**src/rtl/instruction_prefetch_unit.sv**
```systemverilog
// Instruction prefetch unit: sequential fetch on a req/gnt/rvalid bus, a small
// FIFO of {instruction, PC} pairs toward decode, and redirect handling that
// flushes the FIFO and drops responses to requests issued before the redirect.
module instruction_prefetch_unit #(
    parameter int XLEN            = 32,
    parameter int FIFO_DEPTH      = 4,
    parameter int MAX_OUTSTANDING = 2
) (
    input  logic            clk,
    input  logic            reset,
    input  logic [XLEN-1:0] start_addr_i,
    input  logic            redirect_i,
    input  logic [XLEN-1:0] redirect_pc_i,
    output logic            imem_req_o,
    output logic [XLEN-1:0] imem_addr_o,
    input  logic            imem_gnt_i,
    input  logic            imem_rvalid_i,
    input  logic [XLEN-1:0] imem_rdata_i,
    output logic            if_valid_o,
    input  logic            id_ready_i,
    output logic [XLEN-1:0] instr_o,
    output logic [XLEN-1:0] pc_o
);

    localparam int OUT_W = $clog2(MAX_OUTSTANDING + 1);
    localparam int CNT_W = $clog2(FIFO_DEPTH + 1);
    localparam int PTR_W = $clog2(FIFO_DEPTH);
    localparam logic [XLEN-1:0]  WORD_STEP = XLEN'(4);
    localparam logic [OUT_W-1:0] OUT_ONE   = OUT_W'(1);
    localparam logic [CNT_W-1:0] CNT_ONE   = CNT_W'(1);
    localparam logic [PTR_W-1:0] PTR_ONE   = PTR_W'(1);

    typedef enum logic [0:0] {
        ST_BOOT = 1'b0,
        ST_RUN  = 1'b1
    } state_e;

    state_e           state_r;
    state_e           state_next_s;
    logic [XLEN-1:0]  fetch_pc_r;
    logic [XLEN-1:0]  resp_pc_r;
    logic [OUT_W-1:0] outstanding_r;
    logic [OUT_W-1:0] outstanding_next_s;
    logic [OUT_W-1:0] discard_r;
    logic [OUT_W-1:0] discard_next_s;
    logic [CNT_W-1:0] fifo_count_r;
    logic [PTR_W-1:0] rd_ptr_r;
    logic [PTR_W-1:0] wr_ptr_r;
    logic [XLEN-1:0]  instr_mem_r [FIFO_DEPTH];
    logic [XLEN-1:0]  pc_mem_r    [FIFO_DEPTH];

    logic            run_s;
    logic            redirect_s;
    logic            fifo_empty_s;
    logic            credit_ok_s;
    logic            req_s;
    logic            grant_s;
    logic            rsp_s;
    logic            live_rsp_s;
    logic            if_valid_s;
    logic            pop_s;
    logic [XLEN-1:0] redirect_pc_s;
    logic [XLEN-1:0] start_pc_s;
    logic            unused_low_bits_s;

    // Low address bits are forced to a word boundary and never looked at.
    assign unused_low_bits_s = ^{redirect_pc_i[1:0], start_addr_i[1:0]};
    assign redirect_pc_s     = {redirect_pc_i[XLEN-1:2], 2'b00};
    assign start_pc_s        = {start_addr_i[XLEN-1:2], 2'b00};

    assign run_s        = (state_r == ST_RUN);
    assign redirect_s   = run_s & redirect_i;
    assign fifo_empty_s = (fifo_count_r == '0);
    // A request is only issued when both an outstanding slot and a FIFO slot
    // are reserved for its response, so a live response can always be pushed.
    assign credit_ok_s  = (int'(outstanding_r) < MAX_OUTSTANDING) &&
                          ((int'(fifo_count_r) + int'(outstanding_r)) < FIFO_DEPTH);
    assign req_s        = run_s & ~redirect_i & credit_ok_s;
    assign grant_s      = req_s & imem_gnt_i;
    assign rsp_s        = run_s & imem_rvalid_i;
    assign live_rsp_s   = rsp_s & (discard_r == '0) & ~redirect_i;
    assign if_valid_s   = ~fifo_empty_s & ~redirect_i;
    assign pop_s        = if_valid_s & id_ready_i;

    assign imem_req_o  = req_s;
    assign imem_addr_o = fetch_pc_r;
    assign if_valid_o  = if_valid_s;
    assign instr_o     = fifo_empty_s ? '0 : instr_mem_r[rd_ptr_r];
    assign pc_o        = fifo_empty_s ? '0 : pc_mem_r[rd_ptr_r];

    // Next-state logic: BOOT lasts exactly one cycle, RUN holds until reset.
    always_comb begin
        state_next_s = state_r;
        case (state_r)
            ST_BOOT: state_next_s = ST_RUN;
            ST_RUN:  state_next_s = ST_RUN;
            default: state_next_s = ST_BOOT;
        endcase
    end

    // Outstanding and discard counters; a redirect turns every request still
    // in flight after this cycle's response into one to be dropped.
    always_comb begin
        outstanding_next_s = outstanding_r;
        discard_next_s     = discard_r;
        if (grant_s && !rsp_s) begin
            outstanding_next_s = outstanding_r + OUT_ONE;
        end else if (!grant_s && rsp_s) begin
            outstanding_next_s = outstanding_r - OUT_ONE;
        end else begin
            outstanding_next_s = outstanding_r;
        end
        if (redirect_s) begin
            discard_next_s = outstanding_next_s;
        end else if (rsp_s && (discard_r != '0)) begin
            discard_next_s = discard_r - OUT_ONE;
        end else begin
            discard_next_s = discard_r;
        end
    end

    // State, fetch/response PCs and bus bookkeeping registers.
    always_ff @(posedge clk or posedge reset) begin
        if (reset) begin
            state_r       <= ST_BOOT;
            fetch_pc_r    <= '0;
            resp_pc_r     <= '0;
            outstanding_r <= '0;
            discard_r     <= '0;
        end else begin
            state_r       <= state_next_s;
            outstanding_r <= outstanding_next_s;
            discard_r     <= discard_next_s;
            if (state_r == ST_BOOT) begin
                fetch_pc_r <= start_pc_s;
                resp_pc_r  <= start_pc_s;
            end else if (redirect_i) begin
                fetch_pc_r <= redirect_pc_s;
                resp_pc_r  <= redirect_pc_s;
            end else begin
                if (grant_s) begin
                    fetch_pc_r <= fetch_pc_r + WORD_STEP;
                end
                if (live_rsp_s) begin
                    resp_pc_r <= resp_pc_r + WORD_STEP;
                end
            end
        end
    end

    // Prefetch FIFO: cleared on redirect, otherwise push live responses and
    // pop on transfer (both in one cycle keeps the count, even when full).
    always_ff @(posedge clk or posedge reset) begin
        if (reset) begin
            rd_ptr_r     <= '0;
            wr_ptr_r     <= '0;
            fifo_count_r <= '0;
            for (int i = 0; i < FIFO_DEPTH; i++) begin
                instr_mem_r[i] <= '0;
                pc_mem_r[i]    <= '0;
            end
        end else if (redirect_s) begin
            rd_ptr_r     <= '0;
            wr_ptr_r     <= '0;
            fifo_count_r <= '0;
        end else begin
            if (live_rsp_s) begin
                instr_mem_r[wr_ptr_r] <= imem_rdata_i;
                pc_mem_r[wr_ptr_r]    <= resp_pc_r;
                wr_ptr_r              <= wr_ptr_r + PTR_ONE;
            end
            if (pop_s) begin
                rd_ptr_r <= rd_ptr_r + PTR_ONE;
            end
            if (live_rsp_s && !pop_s) begin
                fifo_count_r <= fifo_count_r + CNT_ONE;
            end else if (!live_rsp_s && pop_s) begin
                fifo_count_r <= fifo_count_r - CNT_ONE;
            end
        end
    end

endmodule

```
**config.mk**
```make
export PLATFORM = sky130hd
export DESIGN_NAME = instruction_prefetch_unit
export DESIGN_NICKNAME = d
export VERILOG_FILES = /design/src/rtl/instruction_prefetch_unit.sv
export SDC_FILE = /design/constraint.sdc
export NUM_CORES = 1
export LEC_CHECK = 0
export BUFFER_PORTS_ARGS = -buffer_cell sky130_fd_sc_hd__buf_2
export CAP_MARGIN = 25
export CORE_ASPECT_RATIO = 1.75
export CORE_MARGIN = 5
export CORE_UTILIZATION = 55
export DETAILED_ROUTE_END_ITERATION = 8
export GPL_TIMING_DRIVEN = 1
export PLACE_DENSITY_LB_ADDON = 0.3
export RECOVER_POWER = 25
export SKIP_LAST_GASP = 1
export SLEW_MARGIN = 20
export SYNTH_ARGS = -nofsm -noshare
export SYNTH_HDL_FRONTEND = slang
export SYNTH_SLANG_ARGS = --single-unit
```
**constraint.sdc**
```tcl
create_clock -name clk -period 15.8 [get_ports clk]
set_input_delay 1.58 -clock clk [delete_from_list [all_inputs] [get_ports clk]]
set_output_delay 1.58 -clock clk [all_outputs]
set_load 0.02 [all_outputs]
```
==> impl_metrics.sql <==
INSERT INTO impl_metrics (metric_group, metric, value, unit) VALUES
('sta', 'finalHoldViolations', '0', ''),
('worst_setup_path', 'series_of_cell_instances_along_the_critical_path', 'buf_2, clkinvlp_2, clkbuf_1, clkbuf_1', ''),
('yosys', 'synthesis.area', '15900', 'um2'),
('status', 'violated_checks', 'capacitance limit, slew limit', ''),
('sta', 'layout_worst_path_cycle_share', '0.490', ''),
('power', 'seq_power_share', '0.407', ''),
('sta', 'skew', '0.0177', 'ns'),
('die', 'rows', '82', ''),
('power', 'p_int', '1.96', 'mW'),
('grt', 'grt.overflow.total', '0', ''),
('finish', 'postLayoutCoreUtil', '0.629', ''),
('clocking', 'clock-sinks', '320', ''),
('power', 'report.power.total', '2.92', 'mW'),
('sta', 'timing.final.max_slew_violations', '220', ''),
('grt', 'via_count_of_the_first_global_routing_pass', '11794', ''),
('finish', 'most_frequent_standard_cell_in_the_layout_excluding_fill_and_tap_cells', 'dfrtp_1', ''),
('yosys', 'yosys.area.top_type_share', '0.504', ''),
('flow_run', 'drv_cap', '3', ''),
('grt', 'pin_count_of_the_biggest_net_entering_global_routing', '113', ''),
('yosys', 'synth_area_leaders', 'dfrtp_1, mux2_2, mux4_2', ''),
('power', 'comb_power_share', '0.331', ''),
('die', 'start_util', '0.555', ''),
('clocking', 'cts_post_setup_buffers_inserted', '0', ''),
('route', 'drt_pre_antenna_iters', '5', ''),
('yosys', 'synth.avg_cell_area', '12.4', 'um2'),
('die', 'floorplan.die.height', '235', 'um'),
('worst_setup_path', 'critical_path.max_fanout', '112', ''),
('sta', 'rsz0062_at_grt', 'false', ''),
('yosys', 'synth-seq-area-share', '0.504', ''),
('grt', 'track_usage', '0.235', ''),
('sta', 'fmax', '0.129', 'GHz'),
('finish', 'layout_common_cells', 'dfrtp_1, mux2_2, buf_2', ''),
('place', 'port_buffers', '191', ''),
('clocking', 'cts-resized-gates', '0', ''),
('place', 'placement.cell_area', '17000', 'um2'),
('sta', 'fin_setup_tns', '0', 'ns'),
('route', 'post_drt_wl_per_cell', '21.2', 'um'),
('route', 'wl_met1', '15.1', 'mm'),
('yosys', 'synth_seq_cells', '320', ''),
('finish', 'nNetsFinal', '1536', ''),
('worst_setup_path', 'cp-start-kind', 'input port', ''),
('die', 'die_x', '138', 'um'),
('clocking', 'cts_tree', 'done', ''),
('grt', 'grt_antenna_before_repair', '0', ''),
('worst_setup_path', 'crit_family', 'buffers and inverters', ''),
('route', 'postRouteAntennaNets', '0', ''),
('yosys', 'synthArstFlopShare', '1.00', ''),
('place', 'dp_cells', '1771', ''),
('clocking', 'clk_pin_slew_worst_paths', '0.07', 'ns'),
('clocking', 'root_buffer', 'clkbuf_16', ''),
('power', 'peakVddDrop', '0.109', 'mV'),
('power', 'cellPowerDensity', '162', 'nW/um2'),
('route', 'detail_route.iter0.violations', '675', ''),
('worst_setup_path', 'path_class', 'input port to async pin', ''),
('finish', 'final_area', '18000', 'um2'),
('worst_setup_path', 'critical-path-max-stage-delay', '2.72', 'ns'),
('die', 'core_region_area', '28600', 'um2'),
('clocking', 'ctsLongestPathBuffers', '3', ''),
('sta', 'min_period', '7.74', 'ns'),
('route', 'drcViolationCount', '0', ''),
('worst_setup_path', 'worst_ep_arrival_time', '7.72', 'ns'),
('route', 'met2RoutedLength', '20.3', 'mm'),
('place', 'detailedPlacementHpwl', '25.4', 'mm'),
('place', 'globalplace.congestion', '0.909', ''),
('status', 'status', 'complete, but fails checks', ''),
('route', 'totalWireLength', '38.6', 'mm'),
('route', 'top_layer_used', 'met4', ''),
('yosys', 'synth_warnings', '0', ''),
('grt', 'global_route_wire_length_before_repair', '62.8', 'mm'),
('yosys', 'synth_cell_type_count', '67', ''),
('worst_setup_path', 'critical_path_buf_inv_count', '4', '');
-- cells by family (layout without fill, tap and decap cells) --
family	Yosys count	in the layout	synth area share
DFF	320	320	0.504
muxes	293	293	0.252
and+or+nand+nor	282	282	0.100
AOI/OAI and AO/OA	247	247	0.0945
buffers and inverters	115	278	0.0351
xor gates and xnor gates	12	12	0.00662
adders and majority gates	9	9	0.00756
other	2	5	0.000473
-- sequential cells by signal, indices dropped and copies added (netlist names) --
signal,flops
discard_r,2
fifo_count_r,3
imem_addr_o,30
instr_mem_r,128
outstanding_r,2
pc_mem_r,120
rd_ptr_r,2
resp_pc_r,30
run_s,1
wr_ptr_r,2
-- through the flow --
stage / setup slack [ns] / hold WS, ns
after floorplan: 5.36 / 0.445
after global placement: 10.97 / 0.457
after detailed placement: 10.91 / 0.468
after CTS: 11.02 / 0.483
after global routing: 6.63 / 0.510
final: 8.06 / 0.479
-- synthesized netlist by cell type, types with 10 or more instances --
cell,count
a22oi_1,25
nor2b_1,66
nand2_1,77
nor3_1,13
a21oi_1,85
o21ai_0,71
nor2_1,32
nand3_1,24
a2bb2oi_1,12
xnor2_1,10
nand4_1,15
o31ai_1,17
mux4_2,62
inv_1,19
buf_2,26
clkbuf_1,54
dfrtp_1,320
mux2_2,229
-- power groups by stage --
stage	Sequential, mW	Combinational, mW	Clock [mW]
6_report	1.19	0.964	0.766
5_1_grt	1.21	1.04	0.814
4_1_cts	1.19	0.981	0.782
3_5_place_dp	1.20	0.977	0
3_3_place_gp	1.18	0.955	0
2_1_floorplan	1.13	0.758	0
-- tightest hold or removal path: stages, from the launching register on --
cell and delay [ns]:
dfrtp_1 0.34, nand2_1 0.04, o21ai_0 0.06
-- routing by layer --
layer | global-route usage | vias up
met4 | 0.0968 | 0
met2 | 0.416 | 362
met3 | 0.0258 | 81
met5 | 0 | -
met1 | 0.293 | 5682
li1 | - | 5004
-- area by class of cell --
| cell class | count | area, um2 | area share |
|---|---|---|---|
| sequential | 320 | 8010 | 0.445 |
| clock buffer | 39 | 813 | 0.0452 |
| multi-input combinational | 848 | 7350 | 0.408 |
| inverter | 19 | 72.6 | 0.00403 |
| timing repair buffer | 207 | 1060 | 0.0589 |
| tap | 378 | 473 | 0.0263 |
| clock inverter | 13 | 221 | 0.0123 |
-- worst paths after layout --
path | cells past startpoint | startpoint | to | slack (ns)
setup / recovery | 4 | reset | pc_mem_r[49] | 8.06
hold / removal | 2 | pc_mem_r[45] | pc_mem_r[45] | 0.48
setup reg to reg | 5 | run_s | resp_pc_r[7] | 11.67
hold reg to reg | 2 | pc_mem_r[45] | pc_mem_r[45] | 0.48
max in group clk | 6 | redirect_i | resp_pc_r[7] | 11.03
min in group asynchronous | 2 | reset | pc_mem_r[75] | 2.53
No activity file was read; power rests on OpenSTA's default activity.
